<file path="src/rtl/ram_arbiter.sv">
// ============================================================================
//  Module : ram_arbiter
//  Arbitrates one instruction port and one data port onto a single-ported
//  RAM: data priority, instruction anti-starvation, timeout and sticky error.
//  Rev    : 1.0
// ============================================================================
`default_nettype none

module ram_arbiter #(
  parameter int          DSTREAK_MAX = 4,
  parameter int          TIMEOUT     = 64,
  parameter logic [31:0] BADWORD     = 32'hBAD1BAD1
) (
  input  logic        CLK,
  input  logic        nRST,
  input  logic        iREN,
  input  logic [31:0] iaddr,
  output logic        iwait,
  output logic [31:0] iload,
  input  logic        dREN,
  input  logic        dWEN,
  input  logic [31:0] daddr,
  input  logic [31:0] dstore,
  output logic        dwait,
  output logic [31:0] dload,
  output logic        ramREN,
  output logic        ramWEN,
  output logic [31:0] ramaddr,
  output logic [31:0] ramstore,
  input  logic [31:0] ramload,
  input  logic [1:0]  ramstate,
  output logic        err,
  input  logic        err_clr
);

  localparam logic [1:0] c_IDLE   = 2'd0;
  localparam logic [1:0] c_DGRANT = 2'd1;
  localparam logic [1:0] c_IGRANT = 2'd2;

  localparam logic [1:0] c_ACCESS = 2'b10;
  localparam logic [1:0] c_ERROR  = 2'b11;

  localparam int SW = (DSTREAK_MAX < 1) ? 1 : $clog2(DSTREAK_MAX + 1);
  localparam int TW = $clog2(TIMEOUT) + 1;

  localparam logic [SW-1:0] c_STREAK_MAX = SW'(DSTREAK_MAX);
  localparam logic [TW-1:0] c_TLAST      = TW'(TIMEOUT - 1);

  logic [1:0]    state_q, state_d;
  logic [SW-1:0] dstreak_q, dstreak_d;
  logic [TW-1:0] tcount_q, tcount_d;
  logic          err_q, err_d;

  logic w_dreq;
  logic w_acc;
  logic w_fail;

  assign w_dreq = dREN | dWEN;
  assign w_acc  = (ramstate == c_ACCESS);
  // A timeout is only a failure if the RAM did not answer in that same cycle.
  assign w_fail = (ramstate == c_ERROR) | (!w_acc & (tcount_q == c_TLAST));
  assign err    = err_q;

  always_comb begin
    state_d   = state_q;
    dstreak_d = dstreak_q;
    tcount_d  = tcount_q;
    err_d     = err_q;
    iwait     = 1'b1;
    dwait     = 1'b1;
    iload     = '0;
    dload     = '0;
    ramREN    = 1'b0;
    ramWEN    = 1'b0;
    ramaddr   = '0;
    ramstore  = '0;

    if (err_clr) begin
      err_d = 1'b0;
    end

    case (state_q)
      c_IDLE: begin
        tcount_d = '0;
        if (w_dreq && !(iREN && (dstreak_q == c_STREAK_MAX))) begin
          state_d   = c_DGRANT;
          dstreak_d = iREN ? dstreak_q + SW'(1) : '0;
        end else if (iREN) begin
          state_d   = c_IGRANT;
          dstreak_d = '0;
        end
      end

      c_DGRANT: begin
        if (!w_dreq) begin
          state_d  = c_IDLE;
          tcount_d = '0;
        end else begin
          ramaddr  = daddr;
          ramWEN   = dWEN;
          ramREN   = dREN & !dWEN;
          ramstore = dstore;
          if (w_acc) begin
            dwait    = 1'b0;
            dload    = dWEN ? '0 : ramload;
            state_d  = c_IDLE;
            tcount_d = '0;
          end else if (w_fail) begin
            dwait    = 1'b0;
            dload    = BADWORD;
            err_d    = 1'b1;
            state_d  = c_IDLE;
            tcount_d = '0;
          end else begin
            tcount_d = tcount_q + TW'(1);
          end
        end
      end

      c_IGRANT: begin
        if (!iREN) begin
          state_d  = c_IDLE;
          tcount_d = '0;
        end else begin
          ramREN  = 1'b1;
          ramaddr = iaddr;
          if (w_acc) begin
            iwait    = 1'b0;
            iload    = ramload;
            state_d  = c_IDLE;
            tcount_d = '0;
          end else if (w_fail) begin
            iwait    = 1'b0;
            iload    = BADWORD;
            err_d    = 1'b1;
            state_d  = c_IDLE;
            tcount_d = '0;
          end else begin
            tcount_d = tcount_q + TW'(1);
          end
        end
      end

      default: begin
        state_d  = c_IDLE;
        tcount_d = '0;
      end
    endcase
  end

  always_ff @(posedge CLK or negedge nRST) begin
    if (!nRST) begin
      state_q   <= c_IDLE;
      dstreak_q <= '0;
      tcount_q  <= '0;
      err_q     <= 1'b0;
    end else begin
      state_q   <= state_d;
      dstreak_q <= dstreak_d;
      tcount_q  <= tcount_d;
      err_q     <= err_d;
    end
  end

endmodule

`default_nettype wire

</file>
<file path="config.mk">
export PLATFORM = sky130hd
export DESIGN_NAME = ram_arbiter
export DESIGN_NICKNAME = d
export VERILOG_FILES = /design/src/rtl/ram_arbiter.sv
export SDC_FILE = /design/constraint.sdc
export NUM_CORES = 1
export LEC_CHECK = 0
export CAP_MARGIN = 20
export CORE_AREA = 2 2 104 106
export CTS_BUF_LIST = sky130_fd_sc_hd__clkbuf_4 sky130_fd_sc_hd__clkbuf_8 sky130_fd_sc_hd__clkbuf_16
export DETAILED_ROUTE_END_ITERATION = 12
export DIE_AREA = 0 0 106 108
export GPL_ROUTABILITY_DRIVEN = 1
export PLACE_DENSITY = 0.67
export SYNTH_ARGS = -nofsm -noshare
export SYNTH_HDL_FRONTEND = slang
export SYNTH_SLANG_ARGS = --single-unit
</file>
<file path="constraint.sdc">
create_clock -name CLK -period 2.38 [get_ports CLK]
set_clock_uncertainty 0.1 [all_clocks]
set_input_delay 0.714 -clock CLK [delete_from_list [all_inputs] [get_ports CLK]]
set_output_delay 0.714 -clock CLK [all_outputs]
set_load 0.02 [all_outputs]
</file>
==> run summary, run 1 <==
Vias in the first global route -> 3505
Power Density -> 642 mW/mm2
All-Layer GR Usage -> 20.8%
Worst EP required -> 1.57 ns
Via density -> 4.64
DR vias -> 3492
Max-cap viol count -> 0
Slew headroom -> 60.0%
WL final -> 13600 um
Layout area overhead -> 216%
Starting DRT DRC Count -> 178
IO buf count -> 268
Crit path cell chain -> buf_4 > ha_4 > o21a_4 > buf_12 > bufbuf_16 > a22oi_2 > nor2b_2 > buf_4
Crit path launch type -> register
Share of cells above drive strength 1 -> 57.6%
Util after Layout -> 64.1%
Reg clk slew, reported paths -> 0.06 ns
DP Wirelength -> 9300 um
Syn_nets -> 435
Seq cells post-synth -> 13
Buf+Inv Stages, Crit Path -> 4
Final period util -> 110%
Mapped Cells -> 292
Die height -> 108 um
Most common library cell in the layout ignoring fill and taps -> clkdlybuf4s50_1
GRT Residual Overflow -> 0
TritonCTS clock tree -> built
Synth Cell Area -> 0.00208 mm2
Die footprint -> 0.0114 mm2
Crit Path Category -> register to output pin
Final Max Slew Viols -> 0
Number of diodes -> 0
Clock latency on the worst-skew pair -> 0.23 ns
Die width -> 106 um
Hold Fails Final Rpt -> 0
Multi-input logic area -> 0.00220 mm2
Fill count -> 798
# nets final -> 760
Setup ws final -> -0.233 ns
Worst-Margin Slew -> 0.599 ns
Post-CTS Hold Buffers -> 0
Largest net degree at the start of global routing -> 20
Cell Rows -> 37
Crit path arrival time -> 1.80 ns
Sequential area share after synthesis -> 15.7%
Sequential standard cell area -> 325 um2
Synth Area per Inst -> 7.11 um2
Global placement routability congestion -> 0.806
Global-route wire length before repair -> 18900 um
Leading cell types in the layout, fill and taps excluded -> 131 x clkdlybuf4s50_1, 105 x buf_6, 60 x buf_4
Hold crit path type -> register to register
Fin Hold WS -> 0.417 ns
Setup TNS -> -21.26 ns
CTS H-tree depth -> 1
Crit path max fanout -> 7
WL per Instance -> 18.1 um
Critical Path End Type -> output pin
Critical Path Most Common Cell -> buf_4
Worst path slowest cell -> dfrtp_1
RSZ-0062 raised after global routing -> yes
TritonRoute pass-1 iters -> 4
Root Driver -> clkbuf_8
I/O pins -> 269
DRC violations left -> 0
Initial Util -> 20.3%
Initial antenna violation count -> 0
Slowest cell delay on critical path -> 0.39 ns
Final setup vio count -> 131
Total CTS buffers -> 3
Synth cell types -> 32
Final worst path period need -> 2.61 ns
Status -> complete, but fails checks
Ys Warns -> 0
Core ar. -> 0.0102 mm2
Maximum clock rate -> 0.383 GHz
Leakage -> 2.78 nW
ANT nets after route -> 0
Clock sink count -> 13
CTS Buffer Depth -> 2
Critical path's top delay family -> buffers and inverters
Violations in the final reports -> negative setup slack
Peak VDD IR -> 0.345 mV
[per-layer routing]
layer,up-vias,global-route usage [%],wire length [um]
met1,1636,23.6,5060
met5,-,0,0
met2,180,42.0,7540
li1,1668,-,-
met4,0,2.26,98
met3,8,3.19,895
[per-stage QoR]
step	worst slack, ns	instances	total power, mW	area, um2
after floorplan	-0.0989	292	1.64	2210
after global placement	-1.06	710	2.92	5310
after detailed placement	-1.01	710	2.93	5310
after CTS	-0.211	739	3.81	6120
after global routing	-0.284	752	4.43	6550
final	-0.233	752	4.20	6550
[final timing paths]
path / from / slack [ns] / depth (start not counted) / to
hold reg to reg: err / 0.42 / 2 / err
setup reg to reg: state_q[0] / 0.33 / 8 / tcount_q[5]
setup / recovery: state_q[0] / -0.23 / 8 / ramaddr[9]
min in group asynchronous: nRST / 0.76 / 1 / tcount_q[3]
hold / removal: err / 0.42 / 2 / err
max in group asynchronous: nRST / 1.03 / 1 / tcount_q[1]
[cell families after synthesis]
family | synth area share (%)
AOI/OAI and AO/OA | 28.4
buffers and inverters | 7.65
and+or+nand+nor | 42.3
DFF | 15.7
adders and majority gates | 4.22
xor gates and xnor gates | 1.69
[registers in the layout, indices dropped and copies added, names as in the netlist]
signal and count:
tcount_q 7, state_q 2, dstreak_q 3, err 1
[cells in the mapped netlist]
cell type | count | share of area, %
buf_6 | 1 | 0.54
nand3_4 | 1 | 0.84
nor2b_1 | 32 | 9.6
nor2_1 | 17 | 3.1
ha_1 | 7 | 4.2
buf_12 | 1 | 0.96
and3_1 | 14 | 4.2
xor2_1 | 2 | 0.84
inv_1 | 7 | 1.3
a21oi_1 | 20 | 4.8
nor3_1 | 1 | 0.24
a21o_1 | 1 | 0.36
o31ai_4 | 1 | 1.0
nand2b_1 | 19 | 5.7
xnor2_1 | 2 | 0.84
nand2_2 | 1 | 0.30
nand3_1 | 1 | 0.24
nor4_1 | 1 | 0.30
and2_1 | 49 | 15
a21boi_0 | 1 | 0.36
o21ai_0 | 5 | 1.2
nand3b_1 | 3 | 1.1
o21a_1 | 19 | 6.9
buf_2 | 6 | 1.4
nand2_1 | 9 | 1.6
a22o_1 | 2 | 0.84
clkbuf_1 | 19 | 3.4
a31oi_1 | 1 | 0.30
dfrtp_1 | 13 | 16
o31ai_1 | 3 | 1.1
or2_2 | 1 | 0.30
a22oi_1 | 32 | 12
[report_power, final]
| part | total (mW) | leakage (nW) | switching, mW | internal, mW |
|---|---|---|---|---|
| clock | 0.203 | 0.0262 | 0.0740 | 0.129 |
| combinational | 3.71 | 2.57 | 1.62 | 2.10 |
| sequential | 0.290 | 0.177 | 0.0319 | 0.258 |
| total | 4.20 | 2.78 | 1.72 | 2.48 |
[worst reg2reg max path, delay by kind of cell, from the launching register on]
kind	cells	cell delay [ns]
fa+ha+maj	1	0.16
buf+inv	3	0.55
flops	1	0.39
simple gates	2	0.32
compound gates	2	0.41
[area by class of cell]
class / count / share of cell area [%]
clock buffers: 4 / 0.745
inverters: 7 / 0.439
multi-input cells: 245 / 33.5
flip-flops and latches: 13 / 4.96
well taps: 136 / 2.60
repair buffers: 347 / 57.7
[repair_timing]
action                     CTS  global route
pin swaps                   39            11
gates cloned                14             7
resized for setup          818            55
setup endpoints to repair  132           132
buffers inserted            11             6
No activity file was read; power rests on OpenSTA's default activity.
==> run 2: changes to the inputs <==
- MAX_ROUTING_LAYER: not set -> met4
==> run summary, run 2 (synthesized netlist as in run 1, its figures left out) <==
Slew headroom -> 59.2%
Largest net degree at the start of global routing -> 20
Global-route wire length before repair -> 18900 um
Hold Fails Final Rpt -> 0
Power Density -> 641 mW/mm2
Setup ws final -> -0.239 ns
CP startpoint -> state_q[0]
ANT nets after route -> 0
Final Max Slew Viols -> 0
TritonRoute pass-1 iters -> 4
Layout area overhead -> 216%
Min-delay src -> err
Switch share -> 40.9%
Most common library cell in the layout ignoring fill and taps -> clkdlybuf4s50_1
Number of diodes -> 0
Cell Area, Placed -> 0.00531 mm2
Initial Util -> 20.3%
Clock latency on the worst-skew pair -> 0.23 ns
DRC violations left -> 0
GRT Residual Overflow -> 0
Flop pwr share -> 6.9%
Post-Place Setup Slack -> -1.01 ns
Die footprint -> 0.0114 mm2
Total CTS buffers -> 3
Net switching power -> 1.72 mW
Global placement routability congestion -> 0.818
DP Wirelength -> 9300 um
Leakage -> 2.78 nW
Share of cells above drive strength 1 -> 57.6%
TritonCTS clock tree -> built
Die height -> 108 um
Final setup vio count -> 131
CTS Buffer Depth -> 2
I/O pins -> 269
Crit path launch type -> register
Max-cap viol count -> 0
Hold crit path type -> register to register
IO buf count -> 268
Vias in the first global route -> 3513
Worst-Margin Slew -> 0.610 ns
Critical Path End Type -> output pin
Violations in the final reports -> negative setup slack
Crit path max fanout -> 7
Crit path arrival time -> 1.81 ns
Largest register FFs -> 7
All-Layer GR Usage -> 21.4%
Final period util -> 110%
Post-CTS Hold Buffers -> 0
Internal power -> 2.48 mW
WL per Instance -> 18.1 um
Final Instance Area -> 0.00655 mm2
Core ar. -> 0.0102 mm2
RSZ-0062 raised after global routing -> yes
Cell Rows -> 37
Peak VDD IR -> 0.346 mV
WL final -> 13600 um
Crit Path Category -> register to output pin
Starting DRT DRC Count -> 151
Clk pwr share -> 4.8%
Status -> complete, but fails checks
Root Driver -> clkbuf_8
Clock sink count -> 13
Leading cell types in the layout, fill and taps excluded -> 131 x clkdlybuf4s50_1, 105 x buf_6, 60 x buf_4
Power Total -> 4.20 mW
Util after Layout -> 64.1%
Top reg by flops -> tcount_q
Final worst path period need -> 2.62 ns
Gate power share -> 88.3%
Initial antenna violation count -> 0
Worst EP required -> 1.57 ns
# nets final -> 760
Largest regs -> tcount_q (7), dstreak_q (3), state_q (2)
DR vias -> 3499
Maximum clock rate -> 0.382 GHz
Reg clk slew, reported paths -> 0.06 ns
Via density -> 4.65
R2R Path Start -> state_q[0]
CTS H-tree depth -> 1
Die width -> 106 um
## run 2: stage by stage
step                      setup TNS, ns  hold WS (ns)  cells
after CTS                        -19.64         0.430    739
after floorplan                  -0.970         0.318    292
after global routing             -29.53         0.469    752
final                            -21.38         0.417    752
after detailed placement        -118.87         0.413    710
after global placement          -122.50         0.397    710
## run 2: final cells by class
type                       count  area, um2
clock buffer                   4       48.8
fill                         798       3680
inverter                       7       28.8
multi-input combinational    245       2200
sequential                    13        325
tap                          136        170
timing repair buffer         347       3780
## run 2: worst max-delay path: stages, from the launching register on
cell,delay (ns)
dfrtp_1,0.39
buf_4,0.15
ha_4,0.16
buf_6,0.11
nand3b_1,0.20
nor2_4,0.07
buf_6,0.14
and2_2,0.19
buf_4,0.16
## run 2: final timing paths
check / slack (ns) / cells after the start / endpoint
min: 0.42 / 2 / err
max reg2reg: 0.35 / 8 / tcount_q[3]
max: -0.24 / 8 / dload[24]
min in group asynchronous: 0.76 / 1 / tcount_q[5]
max in group asynchronous: 1.02 / 1 / state_q[0]
min reg2reg: 0.42 / 2 / err
## run 2: repair_timing
item | CTS | global route
pin swaps | 39 | 10
gates cloned | 14 | 7
setup endpoints to repair | 132 | 132
buffers inserted | 11 | 6
gates resized for setup | 818 | 55
## run 2: power by group through the flow
stage	registers [mW]	logic (mW)	clock network (mW)
finish	0.290	3.71	0.203
global route	0.296	3.91	0.219
CTS	0.286	3.32	0.208
detailed placement	0.290	2.64	0
global placement	0.288	2.63	0
floorplan	0.292	1.35	0
## run 2: routing by layer
metal | GRT usage, % | part of all wire [%] | up-vias
li1 | - | - | 1669
met1 | 23.9 | 38 | 1645
met2 | 42.2 | 56 | 177
met3 | 2.47 | 5.9 | 8
met4 | 2.26 | 0.72 | 0
met5 | - | 0 | -
==> run 3: changes to the inputs <==
- SLEW_MARGIN: not set -> 20
==> results of run 3 <==
No change in the layout: final DEF, timing and power equal those of run 2.
==> edit: new RTL, settings of run 2 <==
The parameter `DSTREAK_MAX` goes from 4 to 8.
--- a/src/rtl/ram_arbiter.sv
+++ b/src/rtl/ram_arbiter.sv
@@ -7,7 +7,7 @@
 `default_nettype none
 
 module ram_arbiter #(
-  parameter int          DSTREAK_MAX = 4,
+  parameter int          DSTREAK_MAX = 8,
   parameter int          TIMEOUT     = 64,
   parameter logic [31:0] BADWORD     = 32'hBAD1BAD1
 ) (
Formal check against the unedited RTL: not equivalent (a bounded check fails within 10 cycles, from zero or initial values and one cycle with nRST low).
==> edit against run 2 <==
The run still ends with setup timing left. Routed wire length is 13% higher. Power rose by 10%. Register-to-register slack worse by 0.03 ns. Final area rose by 9.6%. Setup slack got worse by 0.065 ns. Sequential power up 6%. Area after synthesis rose by 2.0%. Synthesized cell count grew 2.4%. Via count grew 6.9%. Sequential cell count increased by 1. Critical path type unchanged. Largest cell class unchanged. Largest power group unchanged.
==> edit: results (changes against run 2) <==
- Status: finished, violations left
- Failing checks: setup timing
- Regs by FF count: tcount_q: 7 flops, dstreak_q: 4 flops, state_q: 2 flops
- Met2 Usage GRT: 0.491 (+0.0691)
- # fillers: 744 (-6.8%)
- DPL Wire Length: 9.54 mm (+2.6%)
- Seq/Total Area, Yosys: 0.165 (+0.00876)
- Worst hold margin: 0.427 ns (+0.00968 ns)
- Post-Synth XOR/XNOR Area: 0.0165 (-0.000329)
- Met1 Use GR: 0.281 (+0.0419)
- Synth Net Count: 442 (+1.6%)
- Multi-input combinational cell area: 2390 sq um (+8.8%)
- #FFs+latches synth: 14 (+1)
- Total global-route track usage: 0.261 (+0.0464)
- Largest net degree at the start of global routing: 23 (+15%)
- Maximum vdd drop: 443 uV (+28%)
- Worst Path Arrival: 1.87 ns (+0.06 ns)
- Iteration-0 DRC Markers: 188 (+25%)
- Signal buf overhead: 0.583 (+0.00602)
- Main area contributors after synthesis: dfrtp_1 (17%), and2_1 (14%), a22oi_1 (11%)
- Routed length per instance: 19.7 microns (+8.6%)
- Layout net count: 790 (+3.9%)
- R2R Setup Slk: 0.32 ns (-0.03 ns)
- Leakage dissipation: 3.03 nW (+9.2%)
- Top post-synthesis cells by count: and2_1 (49), nor2b_1 (33), a22oi_1 (32)
- Worst-Skew Late Latency: 0.25 ns (+0.02 ns)
- Post-CTS Setup Repair Bufs: 38 (+27)
- Final setup fails: 131 (unchanged)
- RD Place Congestion: 0.832 (+1.7%)
- Final worst slack: -0.304 ns (-0.0646 ns)
- Layout cells sized above 1: 0.628 (+0.0516)
- Drt via density: 4.79 (+2.9%)
- Nonclk inv count: 10 (+3)
- DRT met1 WL: 5.55 mm (+8.3%)
- Signal buffers: 370 (+6.6%)
- Synth cell types: 34 (+6.3%)
- Multi-input gates: 248 (+1.2%)
- # resized after CTS: 924 (+13%)
- First-pass GRT wire length: 22.6 mm (+20%)
- Crit path max fanout: 5 (-2)
-- edit: metrics by stage --
| stage | instances | utilization | area [sq um] | setup WS (ns) | power, mW |
|---|---|---|---|---|---|
| finish | 781 | 0.702 | 7190 | -0.304 | 4.63 |
| global route | 781 | 0.702 | 7190 | -0.375 | 4.86 |
| CTS | 778 | 0.686 | 7020 | -0.326 | 4.50 |
| detailed placement | 717 | 0.533 | 5460 | -1.03 | 2.97 |
| global placement | 717 | 0.533 | 5460 | -1.01 | 2.94 |
| floorplan | 299 | - | 2360 | -0.0677 | 1.66 |
-- edit: worst paths after layout --
kind	startpoint	endpoint
worst max-delay path	tcount_q[1]	iload[16]
worst min-delay path	err	err
worst max register to register	state_q[0]	tcount_q[2]
worst min register to register	err	err
max in group asynchronous	nRST	state_q[1]
min in group asynchronous	nRST	tcount_q[2]
-- edit: power by group --
part,leakage [nW],internal [mW],switching [mW]
Clock,0.0216,0.112,0.0839
Combinational,2.82,2.33,1.80
Sequential,0.191,0.274,0.0341
